## src/rtl/hazard_stall_unit_pkg.sv

```systemverilog
// Shared definitions for the hazard/stall unit: RV32I opcodes, the hazard FSM
// state encoding and the bundle of pipeline control signals.
package hazard_stall_unit_pkg;

  localparam logic [6:0] OP_LUI   = 7'b0110111;
  localparam logic [6:0] OP_AUIPC = 7'b0010111;
  localparam logic [6:0] OP_JAL   = 7'b1101111;
  localparam logic [6:0] OP_R     = 7'b0110011;
  localparam logic [6:0] OP_S     = 7'b0100011;
  localparam logic [6:0] OP_B     = 7'b1100011;

  typedef enum logic {
    HZ_RUN      = 1'b0,
    HZ_MEM_WAIT = 1'b1
  } hz_state_e;

  typedef struct packed {
    logic pc_we;
    logic if_id_we;
    logic if_id_flush;
    logic id_ex_we;
    logic id_ex_flush;
    logic ex_mem_we;
    logic mem_wb_flush;
  } hz_ctrl_t;

  localparam hz_ctrl_t CTRL_RESET  = '{pc_we: 1'b0, if_id_we: 1'b0, if_id_flush: 1'b1,
                                       id_ex_we: 1'b0, id_ex_flush: 1'b1, ex_mem_we: 1'b0,
                                       mem_wb_flush: 1'b1};
  localparam hz_ctrl_t CTRL_FREEZE = '{pc_we: 1'b0, if_id_we: 1'b0, if_id_flush: 1'b0,
                                       id_ex_we: 1'b0, id_ex_flush: 1'b0, ex_mem_we: 1'b0,
                                       mem_wb_flush: 1'b1};
  localparam hz_ctrl_t CTRL_BRANCH = '{pc_we: 1'b1, if_id_we: 1'b1, if_id_flush: 1'b1,
                                       id_ex_we: 1'b1, id_ex_flush: 1'b1, ex_mem_we: 1'b1,
                                       mem_wb_flush: 1'b0};
  localparam hz_ctrl_t CTRL_LDUSE  = '{pc_we: 1'b0, if_id_we: 1'b0, if_id_flush: 1'b0,
                                       id_ex_we: 1'b1, id_ex_flush: 1'b1, ex_mem_we: 1'b1,
                                       mem_wb_flush: 1'b0};
  localparam hz_ctrl_t CTRL_NORMAL = '{pc_we: 1'b1, if_id_we: 1'b1, if_id_flush: 1'b0,
                                       id_ex_we: 1'b1, id_ex_flush: 1'b0, ex_mem_we: 1'b1,
                                       mem_wb_flush: 1'b0};

endpackage

```

## src/rtl/hazard_reg_use_decode.sv

```systemverilog
// Source-register decode for an RV32I instruction: which of rs1/rs2 the
// instruction actually reads, and their indices. Shared with the forwarding logic.
module hazard_reg_use_decode
  import hazard_stall_unit_pkg::*;
(
  input  logic [31:0] i_instruction,
  output logic        o_uses_rs1,
  output logic        o_uses_rs2,
  output logic [4:0]  o_rs1,
  output logic [4:0]  o_rs2
);

  logic [6:0] w_opcode;
  logic       w_unused_bits;

  assign w_opcode      = i_instruction[6:0];
  assign o_rs1         = i_instruction[19:15];
  assign o_rs2         = i_instruction[24:20];
  assign w_unused_bits = ^{i_instruction[31:25], i_instruction[14:7]};

  // U-type and JAL carry immediate bits where rs1 would sit.
  assign o_uses_rs1 = !((w_opcode == OP_LUI) || (w_opcode == OP_AUIPC) ||
                        (w_opcode == OP_JAL));
  assign o_uses_rs2 = (w_opcode == OP_R) || (w_opcode == OP_S) || (w_opcode == OP_B);

endmodule

```

## src/rtl/hazard_stall_unit.sv

```systemverilog
// Stall/flush/freeze control for the 5-stage RV32I pipeline: load-use bubbles,
// taken-branch flushes and multi-cycle data-memory freezes.
module hazard_stall_unit
  import hazard_stall_unit_pkg::*;
#(
  parameter int MEM_TIMEOUT   = 64,
  parameter int COUNTER_WIDTH = 16
) (
  input  logic                     clk,
  input  logic                     rst_n,
  input  logic [31:0]              ID_instruction,
  input  logic [31:0]              EX_instruction,
  input  logic                     EX_reg_write_enable,
  input  logic                     EX_mem_to_reg,
  input  logic                     EX_branch_taken,
  input  logic                     dmem_req,
  input  logic                     dmem_ready,
  output logic                     PC_write_enable,
  output logic                     IF_ID_write_enable,
  output logic                     IF_ID_flush,
  output logic                     ID_EX_write_enable,
  output logic                     ID_EX_flush,
  output logic                     EX_MEM_write_enable,
  output logic                     MEM_WB_flush,
  output logic [COUNTER_WIDTH-1:0] stall_cycles,
  output logic                     mem_timeout
);

  localparam int WAIT_W = $clog2(MEM_TIMEOUT + 1);
  localparam logic [WAIT_W-1:0] WAIT_MAX  = WAIT_W'(MEM_TIMEOUT);
  localparam logic [WAIT_W-1:0] WAIT_LAST = WAIT_W'(MEM_TIMEOUT - 1);

  hz_state_e                r_state;
  logic [WAIT_W-1:0]        r_wait_cnt;
  logic [COUNTER_WIDTH-1:0] r_stall_cycles;
  logic                     r_mem_timeout;

  logic       w_uses_rs1;
  logic       w_uses_rs2;
  logic [4:0] w_rs1;
  logic [4:0] w_rs2;
  logic [4:0] w_ex_rd;
  logic       w_load_use;
  logic       w_freeze;
  logic       w_unused_ex;
  hz_ctrl_t   w_ctrl;

  hazard_reg_use_decode u_id_decode (
    .i_instruction (ID_instruction),
    .o_uses_rs1    (w_uses_rs1),
    .o_uses_rs2    (w_uses_rs2),
    .o_rs1         (w_rs1),
    .o_rs2         (w_rs2)
  );

  assign w_ex_rd     = EX_instruction[11:7];
  assign w_unused_ex = ^{EX_instruction[31:12], EX_instruction[6:0]};

  assign w_load_use = EX_reg_write_enable && EX_mem_to_reg && (w_ex_rd != 5'd0) &&
                      ((w_uses_rs1 && (w_rs1 == w_ex_rd)) ||
                       (w_uses_rs2 && (w_rs2 == w_ex_rd)));

  // Once waiting, only dmem_ready matters; the request is assumed held.
  assign w_freeze = (r_state == HZ_MEM_WAIT) ? !dmem_ready : (dmem_req && !dmem_ready);

  always_comb begin
    w_ctrl = CTRL_NORMAL;
    if (!rst_n)               w_ctrl = CTRL_RESET;
    else if (w_freeze)        w_ctrl = CTRL_FREEZE;
    else if (EX_branch_taken) w_ctrl = CTRL_BRANCH;
    else if (w_load_use)      w_ctrl = CTRL_LDUSE;
  end

  assign PC_write_enable     = w_ctrl.pc_we;
  assign IF_ID_write_enable  = w_ctrl.if_id_we;
  assign IF_ID_flush         = w_ctrl.if_id_flush;
  assign ID_EX_write_enable  = w_ctrl.id_ex_we;
  assign ID_EX_flush         = w_ctrl.id_ex_flush;
  assign EX_MEM_write_enable = w_ctrl.ex_mem_we;
  assign MEM_WB_flush        = w_ctrl.mem_wb_flush;
  assign stall_cycles        = r_stall_cycles;
  assign mem_timeout         = r_mem_timeout;

  always_ff @(posedge clk) begin
    if (!rst_n) begin
      r_state        <= HZ_RUN;
      r_wait_cnt     <= '0;
      r_stall_cycles <= '0;
      r_mem_timeout  <= 1'b0;
    end else begin
      if (!w_ctrl.pc_we && (r_stall_cycles != '1))
        r_stall_cycles <= r_stall_cycles + 1'b1;
      case (r_state)
        HZ_RUN: begin
          if (dmem_req && !dmem_ready) begin
            r_state    <= HZ_MEM_WAIT;
            r_wait_cnt <= '0;
          end
        end
        HZ_MEM_WAIT: begin
          if (dmem_ready) begin
            r_state <= HZ_RUN;
          end else begin
            // Counter parks at the limit; the flag is sticky and the freeze persists.
            if (r_wait_cnt != WAIT_MAX) r_wait_cnt <= r_wait_cnt + 1'b1;
            if (r_wait_cnt == WAIT_LAST) r_mem_timeout <= 1'b1;
          end
        end
        default: r_state <= HZ_RUN;
      endcase
    end
  end

endmodule

```

## config.mk

```make
export PLATFORM = sky130hd
export DESIGN_NAME = hazard_stall_unit
export DESIGN_NICKNAME = d
export VERILOG_FILES = /design/src/rtl/hazard_stall_unit_pkg.sv /design/src/rtl/hazard_reg_use_decode.sv /design/src/rtl/hazard_stall_unit.sv
export SDC_FILE = /design/constraint.sdc
export NUM_CORES = 1
export LEC_CHECK = 0
export CELL_PAD_IN_SITES_DETAIL_PLACEMENT = 1
export CELL_PAD_IN_SITES_GLOBAL_PLACEMENT = 2
export CORE_MARGIN = 2
export CORE_UTILIZATION = 20
export CTS_CLUSTER_SIZE = 8
export DETAILED_ROUTE_END_ITERATION = 8
export PLACE_DENSITY = 0.81
export SLEW_MARGIN = 30
export SYNTH_ARGS = -nofsm -noshare
export SYNTH_HDL_FRONTEND = slang
export SYNTH_SLANG_ARGS = --single-unit
export TNS_END_PERCENT = 100
```

## constraint.sdc

```tcl
create_clock -name clk -period 3.5 [get_ports clk]
set_clock_uncertainty 0.1 [all_clocks]
set_input_delay 0.875 -clock clk [delete_from_list [all_inputs] [get_ports clk]]
set_output_delay 0.875 -clock clk [all_outputs]
set_load 0.01 [all_outputs]
```

# [After elaboration in Yosys (flattened, before gate mapping)]
# Index checks and enable logic that the tools add are counted.
# W data, S select, Z words.
[totals] reg_bits=25 latchBits=0 mem_bits_rw=0 rom_bits=0 in_bits=71 output_inout_bits=24 wordCells=52 n_memories=0
[classes] n_addsub=2 n_mul=0 div_mod_pow=0 magnitude_cmp=0 n_eq_ne=14 shifts=0 n_mux=12 bitwise_logic=2 n_reduce_logical=18
[op_table] operator="$mux W7" count=7
[op_table] operator="$eq A7 B6 Y1 const B" count=4
[op_table] operator="$add A16 B1 Y16 const B" count=1
[op_table] operator="$ne A16 B16 Y1 const B" count=1
[op_table] operator="$eq A7 B7 Y1 const B" count=2
[op_table] operator="$pmux W7 S2" count=1
[op_table] operator="$eq A5 B5 Y1" count=2
[op_table] operator="$add A7 B1 Y7 const B" count=1
[op_table] operator="$eq A7 B5 Y1 const B" count=1
[op_table] operator="$logic_and A1 B1 Y1" count=7
[op_table] operator="$ne A7 B7 Y1 const B" count=1
[op_table] operator="$reduce_and A3 Y1" count=2
[op_table] operator="$logic_or A1 B1 Y1" count=5
[op_table] operator="$reduce_bool A5 Y1" count=1
[op_table] operator="$ne A2 B2 Y1 const B" count=2
[op_table] operator="$logic_not A1 Y1" count=3
[op_table] operator="$mux W1" count=3
[op_table] operator="$ne A2 B1 Y1 const B" count=1
[op_table] operator="$not A1 Y1" count=2
[op_table] operator="$pmux W1 S2" count=1

# [Logic depth before layout (Yosys ltp)]
[logic_depth] word_depth=13 depth_mapped=8 depth_no_buf=7

# [Modules after synthesis]
# From an unflattened synthesis, not the netlist that was laid out.
[hier_totals] hier_cells=192 hier_area_um2=1596.5
[modules_own_cells] module="hazard_stall_unit" n_inst=1 cells_each=176 area_each_um2=1472.7 seq_area_each_um2=500.5
[modules_own_cells] module="hazard_reg_use_decode" n_inst=1 cells_each=16 area_each_um2=123.9 seq_area_each_um2=0.0

# [Worst setup path after synthesis]
# Ideal clock, no wire load.
[synth_timing] path_kind="input to output" from="input dmem_req" to="output PC_write_enable" t_arrival_ns=2.084 setup_slack_ns=0.441 stages=6 n_path_buf=1 cell_sequence="o21bai_1 > nand2_1 > inv_1 > o41ai_2 > o21ai_2 > buf_4"
[synth_between] elab_chain_cells=4
[synth_rtl] element="start: declaration" line_no="hazard_stall_unit.sv:16" source="input logic dmem_req,"
[synth_rtl] element="$logic_and A1 B1 Y1" line_no="hazard_stall_unit.sv:64" source="assign w_freeze = (r_state == HZ_MEM_WAIT) ? !dmem_ready : (dmem_req && !dmem_ready);"
[synth_rtl] element="$mux W1" line_no="hazard_stall_unit.sv:64"
[synth_rtl] element="$mux W7" line_no="hazard_stall_unit.sv:69" source="else if (w_freeze) w_ctrl = CTRL_FREEZE;"
[synth_rtl] element="$mux W7" line_no="hazard_stall_unit.sv:68" source="if (!rst_n) w_ctrl = CTRL_RESET;"
[synth_rtl] element="end: declaration" line_no="hazard_stall_unit.sv:18" source="output logic PC_write_enable,"
# No other way between the ends.

# [Final worst setup path]
[layout_timing] from="input ID_instruction[4]" to="output PC_write_enable"
[layout_between] elab_chain_cells=11 word_cells_on_any_way=19 classes_between="eq/ne: 6; mux: 4; reduce/logical: 9"
[layout_rtl] element="start: declaration" line_no="hazard_stall_unit.sv:11" source="input logic [31:0] ID_instruction,"
[layout_rtl] element="$eq A7 B6 Y1 or $eq A7 B5 Y1 (tied branches)" line_no="hazard_reg_use_decode.sv:22" source="assign o_uses_rs1 = !((w_opcode == OP_LUI) || (w_opcode == OP_AUIPC) ||"
[layout_rtl] element="$logic_or A1 B1 Y1 (2 in a row)" line_no="hazard_reg_use_decode.sv:22"
[layout_rtl] element="$logic_not A1 Y1" line_no="hazard_reg_use_decode.sv:22"
[layout_rtl] element="$logic_and A1 B1 Y1" line_no="hazard_stall_unit.sv:60" source="((w_uses_rs1 && (w_rs1 == w_ex_rd)) ||"
[layout_rtl] element="$logic_or A1 B1 Y1 *" line_no="hazard_stall_unit.sv:60"
[layout_rtl] element="$logic_and A1 B1 Y1 *" line_no="hazard_stall_unit.sv:59" source="assign w_load_use = EX_reg_write_enable && EX_mem_to_reg && (w_ex_rd != 5'd0) &&"
[layout_rtl] element="$mux W7 *" line_no="hazard_stall_unit.sv:71" source="else if (w_load_use) w_ctrl = CTRL_LDUSE;"
[layout_rtl] element="$mux W7 *" line_no="hazard_stall_unit.sv:70" source="else if (EX_branch_taken) w_ctrl = CTRL_BRANCH;"
[layout_rtl] element="$mux W7 *" line_no="hazard_stall_unit.sv:69"
[layout_rtl] element="$mux W7 *" line_no="hazard_stall_unit.sv:68"
# Mark *: on every way between the ends. The rest lies on a longest branch, timed or not.

==> key figures <==
Worst hold path
  – Endpoint with the worst hold slack: mem_timeout
  – Critical hold path startpoint: mem_timeout
  – Number of cells on the worst hold path: 2
  – Path type of the worst min-delay path: reg2reg

Worst setup path
  – Type of the setup path with the least slack: in2out
  – Crit path launch type: input pin
  – Highest fanout seen on the critical path: 3
  – R2R Path Start: stall_cycles[0]
  – Arrival time of the worst setup path: 2.43 ns
  – Critical R2R Capture: stall_cycles[14]
  – Depth of the worst register-to-register path: 6
  – Nature of the critical path endpoint: output pin
  – Data required, critical path: 2.52 ns
  – Internal reg-to-reg setup slack: 1.27 ns

Routing
  – Routed length per instance: 12.81 um
  – First-pass iteration count of the detailed router: 4
  – Via count of the routed design: 1,609
  – Drt initial violations: 21
  – DRC violations left: 0
  – Number of nets with antenna violations after routing: 0
  – Total Wirelength: 4535 um
  – Detail-routed via count per cell: 4.545

STA
  – Number of slew-limit violations in the final report: 0
  – Min cycle time layout: 3.407 ns
  – Highest Clock Rate: 293.5 MHz
  – Hold Worst Slack: 0.3813 ns
  – Tightest slew margin relative to the limit: 61.08%
  – Count of final setup violators: 0
  – Hold Fails Final Rpt: 0
  – Slew at the pin closest to its max-slew limit: 0.5832 ns
  – Portion of the clock cycle consumed by the worst path in the final layout: 97.34%
  – Post-Route Setup TNS: 0 ns

Layout
  – Highest-count cells in the layout ignoring fill and taps: 41 x sky130_fd_sc_hd__clkdlybuf4s50_1, 25 x sky130_fd_sc_hd__dfxtp_1, 23 x sky130_fd_sc_hd__nand2_1
  – Non-filler instance count after layout: 354
  – Total of fill cells in the finished design: 899
  – Most frequent standard cell in the layout excluding fill and tap cells: sky130_fd_sc_hd__clkdlybuf4s50_1
  – Nets@finish: 330
  – Share of layout cells above drive strength 1: 13.73%
  – Number of antenna diodes: 0
  – Area grow syn2layout: 53.27%
  – Finished layout cell area: 2318 um^2

Power
  – Power per cell area: 258.7 nW/um^2
  – Peak VDD IR: 0.0001261 V
  – Static power due to leakage: 0.8455 nW

Die
  – Die area: 8276 um^2
  – Core area: 7292 um^2
  – Num rows: 31
  – Horiz. Die Dim: 90.97 um
  – IO Pins: 95
  – Initial core utilization: 20.74%
  – Height of the die: 90.97 um

Logic synthesis
  – Fraction of synthesized area in multiplexers: 3.309%
  – Adder-cell share of the synthesized area: 2.481%
  – Synth Area in Compound Gates: 15.05%
  – Number of nets produced by synthesis: 263
  – Average footprint of a synthesized cell: 8.004 um^2
  – Number of distinct library cell variants in the gate-level netlist after synthesis: 39
  – Cell count after synthesis: 189
  – Register bit count reported by yosys: 25
  – Share of synthesized area occupied by flip-flops and latches: 33.09%
  – Simple-gate share of the synthesized area: 34.00%
  – Yosys warning total: 0
  – XOR/XNOR Fraction of Synth Area: 8.106%
  – Netlist Area Pre-Place: 1513 um^2
  – Largest family of logic cells by synthesized area: simple AND/OR/NAND/NOR gates

Job
  – Max Cap Violations: 0

Global route
  – Global route total overflow: 0
  – Antenna violations before repair: 0
  – GRT Overall Usage: 10.89%
  – Via count of the first global-routing pass: 1,613
  – Global-route wire length before repair: 7514 um
  – Maximum number of pins on one net before global-route repair: 20

CTS
  – Maximum buffer depth of the clock tree: 2
  – CTS root buf: sky130_fd_sc_hd__clkbuf_8
  – CTS clk-pin slew, worst paths: 0.09 ns
  – Sinks on the clock net: 25
  – Source-to-sink clock delay at the later pin of the worst-skew pair: 0.27 ns
  – Deepest level of the CTS H-tree: 1
  – Number of buffers created by CTS: 3
  – Hold buffer count at cts: 0
  – CTS tree: yes

Placed design
  – Routability Congestion: 0.7250
  – Final HPWL from detailed placement: 3670 um
  – Placed Instance Area: 2232 um^2
  – Cell total after placement: 348
  – PortBufs: 52

Outcome
  – Result of the run: finished, final reports clean
-- kinds of logic (layout without fill, tap and decap cells) --
kind of cell / count (synthesis) / count (layout)
compound gates: 31 / 31
xor+xnor: 14 / 14
flops: 25 / 25
fa+ha+maj: 3 / 3
mux: 5 / 5
simple gates: 97 / 97
buf+inv: 14 / 80
-- Yosys cell counts (all sizes together) --
library cell	instances	area share (%)
dfxtp	25	33
nor2	24	6.1
nand2	23	5.7
a21oi	9	3.0
nand3	9	3.0
nand4	9	3.7
inv	8	2.0
xnor2	8	4.6
nand2b	6	2.5
o31ai	6	3.3
or4	6	3.0
xor2	6	3.5
mux2i	5	3.3
nor4	5	3.1
o21ai	5	1.9
clkbuf	4	0.99
ha	3	2.5
nor3	3	0.99
nor3b	3	1.5
or3	3	1.2
buf	2	0.99
nor4b	2	1.2
o211ai	2	0.99
o221a	2	1.5
a31o	1	0.58
a31oi	1	0.41
and2	1	0.41
and3	1	0.41
o2111a	1	0.74
o21a	1	0.50
o21bai	1	0.50
o31a	1	0.58
o41ai	1	1.1
or3b	1	0.58
or4b	1	0.66
-- layout make-up --
cell class | count | area, um^2 | share of cell area, %
multi-input cells | 150 | 977.2 | 42.15
well taps | 99 | 123.9 | 5.343
clock buffers | 4 | 45.04 | 1.943
repair buffers | 68 | 641.9 | 27.68
flip-flops and latches | 25 | 500.5 | 21.59
inverters | 8 | 30.03 | 1.295
-- how the worst max path moves through the flow --
stage	from	endpoint	slack [ns]	cells past startpoint
final	ID_instruction[4]	PC_write_enable	0.09	7
after global routing	ID_instruction[4]	PC_write_enable	-0.001	7
after CTS	EX_instruction[7]	ID_EX_flush	-0.06	8
after detailed placement	ID_instruction[5]	ID_EX_flush	-0.37	7
after global placement	ID_instruction[6]	ID_EX_flush	-0.37	7
after floorplan	dmem_req	PC_write_enable	0.44	6
-- per-stage QoR --
stage / setup slack [ns] / util [%] / power, mW
after global routing: -0.001222 / 31.79 / 0.6306
after floorplan: 0.4410 / - / 0.3523
after detailed placement: -0.3683 / 30.61 / 0.4286
final: 0.09313 / 31.79 / 0.5999
after CTS: -0.05902 / 31.19 / 0.6067
after global placement: -0.3670 / 30.61 / 0.4258
-- sequential cells by signal (all words and copies together) (netlist names) --
signal and cells:
stall_cycles 16, r_wait_cnt 7, mem_timeout 1, r_state 1
-- power breakdown --
group          internal [mW]  switching, mW  total [mW]
clock                 0.0816         0.0974       0.179
combinational         0.0704         0.0593       0.130
sequential             0.288        0.00356       0.291
total                  0.440          0.160       0.600
-- worst max-delay path: stages --
cell	delay, ns
sky130_fd_sc_hd__clkdlybuf4s50_1	0.42
sky130_fd_sc_hd__nor3b_1	0.14
sky130_fd_sc_hd__o2111a_1	0.28
sky130_fd_sc_hd__nor4_4	0.32
sky130_fd_sc_hd__buf_4	0.17
sky130_fd_sc_hd__o21ai_2	0.06
sky130_fd_sc_hd__buf_2	0.16
-- timing repair --
item,CTS,global route
gates resized for setup,12,12
pin swaps,2,10
buffers inserted,1,1
endpoints found under the setup margin,3,3
-- per-layer routing --
metal	GRT usage [%]	up-vias	part of all wire, %
met3	2.241	6	2.9
met4	1.894	0	1.1
li1	-	815	-
met2	21.05	23	52
met1	12.30	765	44
met5	0	-	0
(Power assumes the default switching activity.)
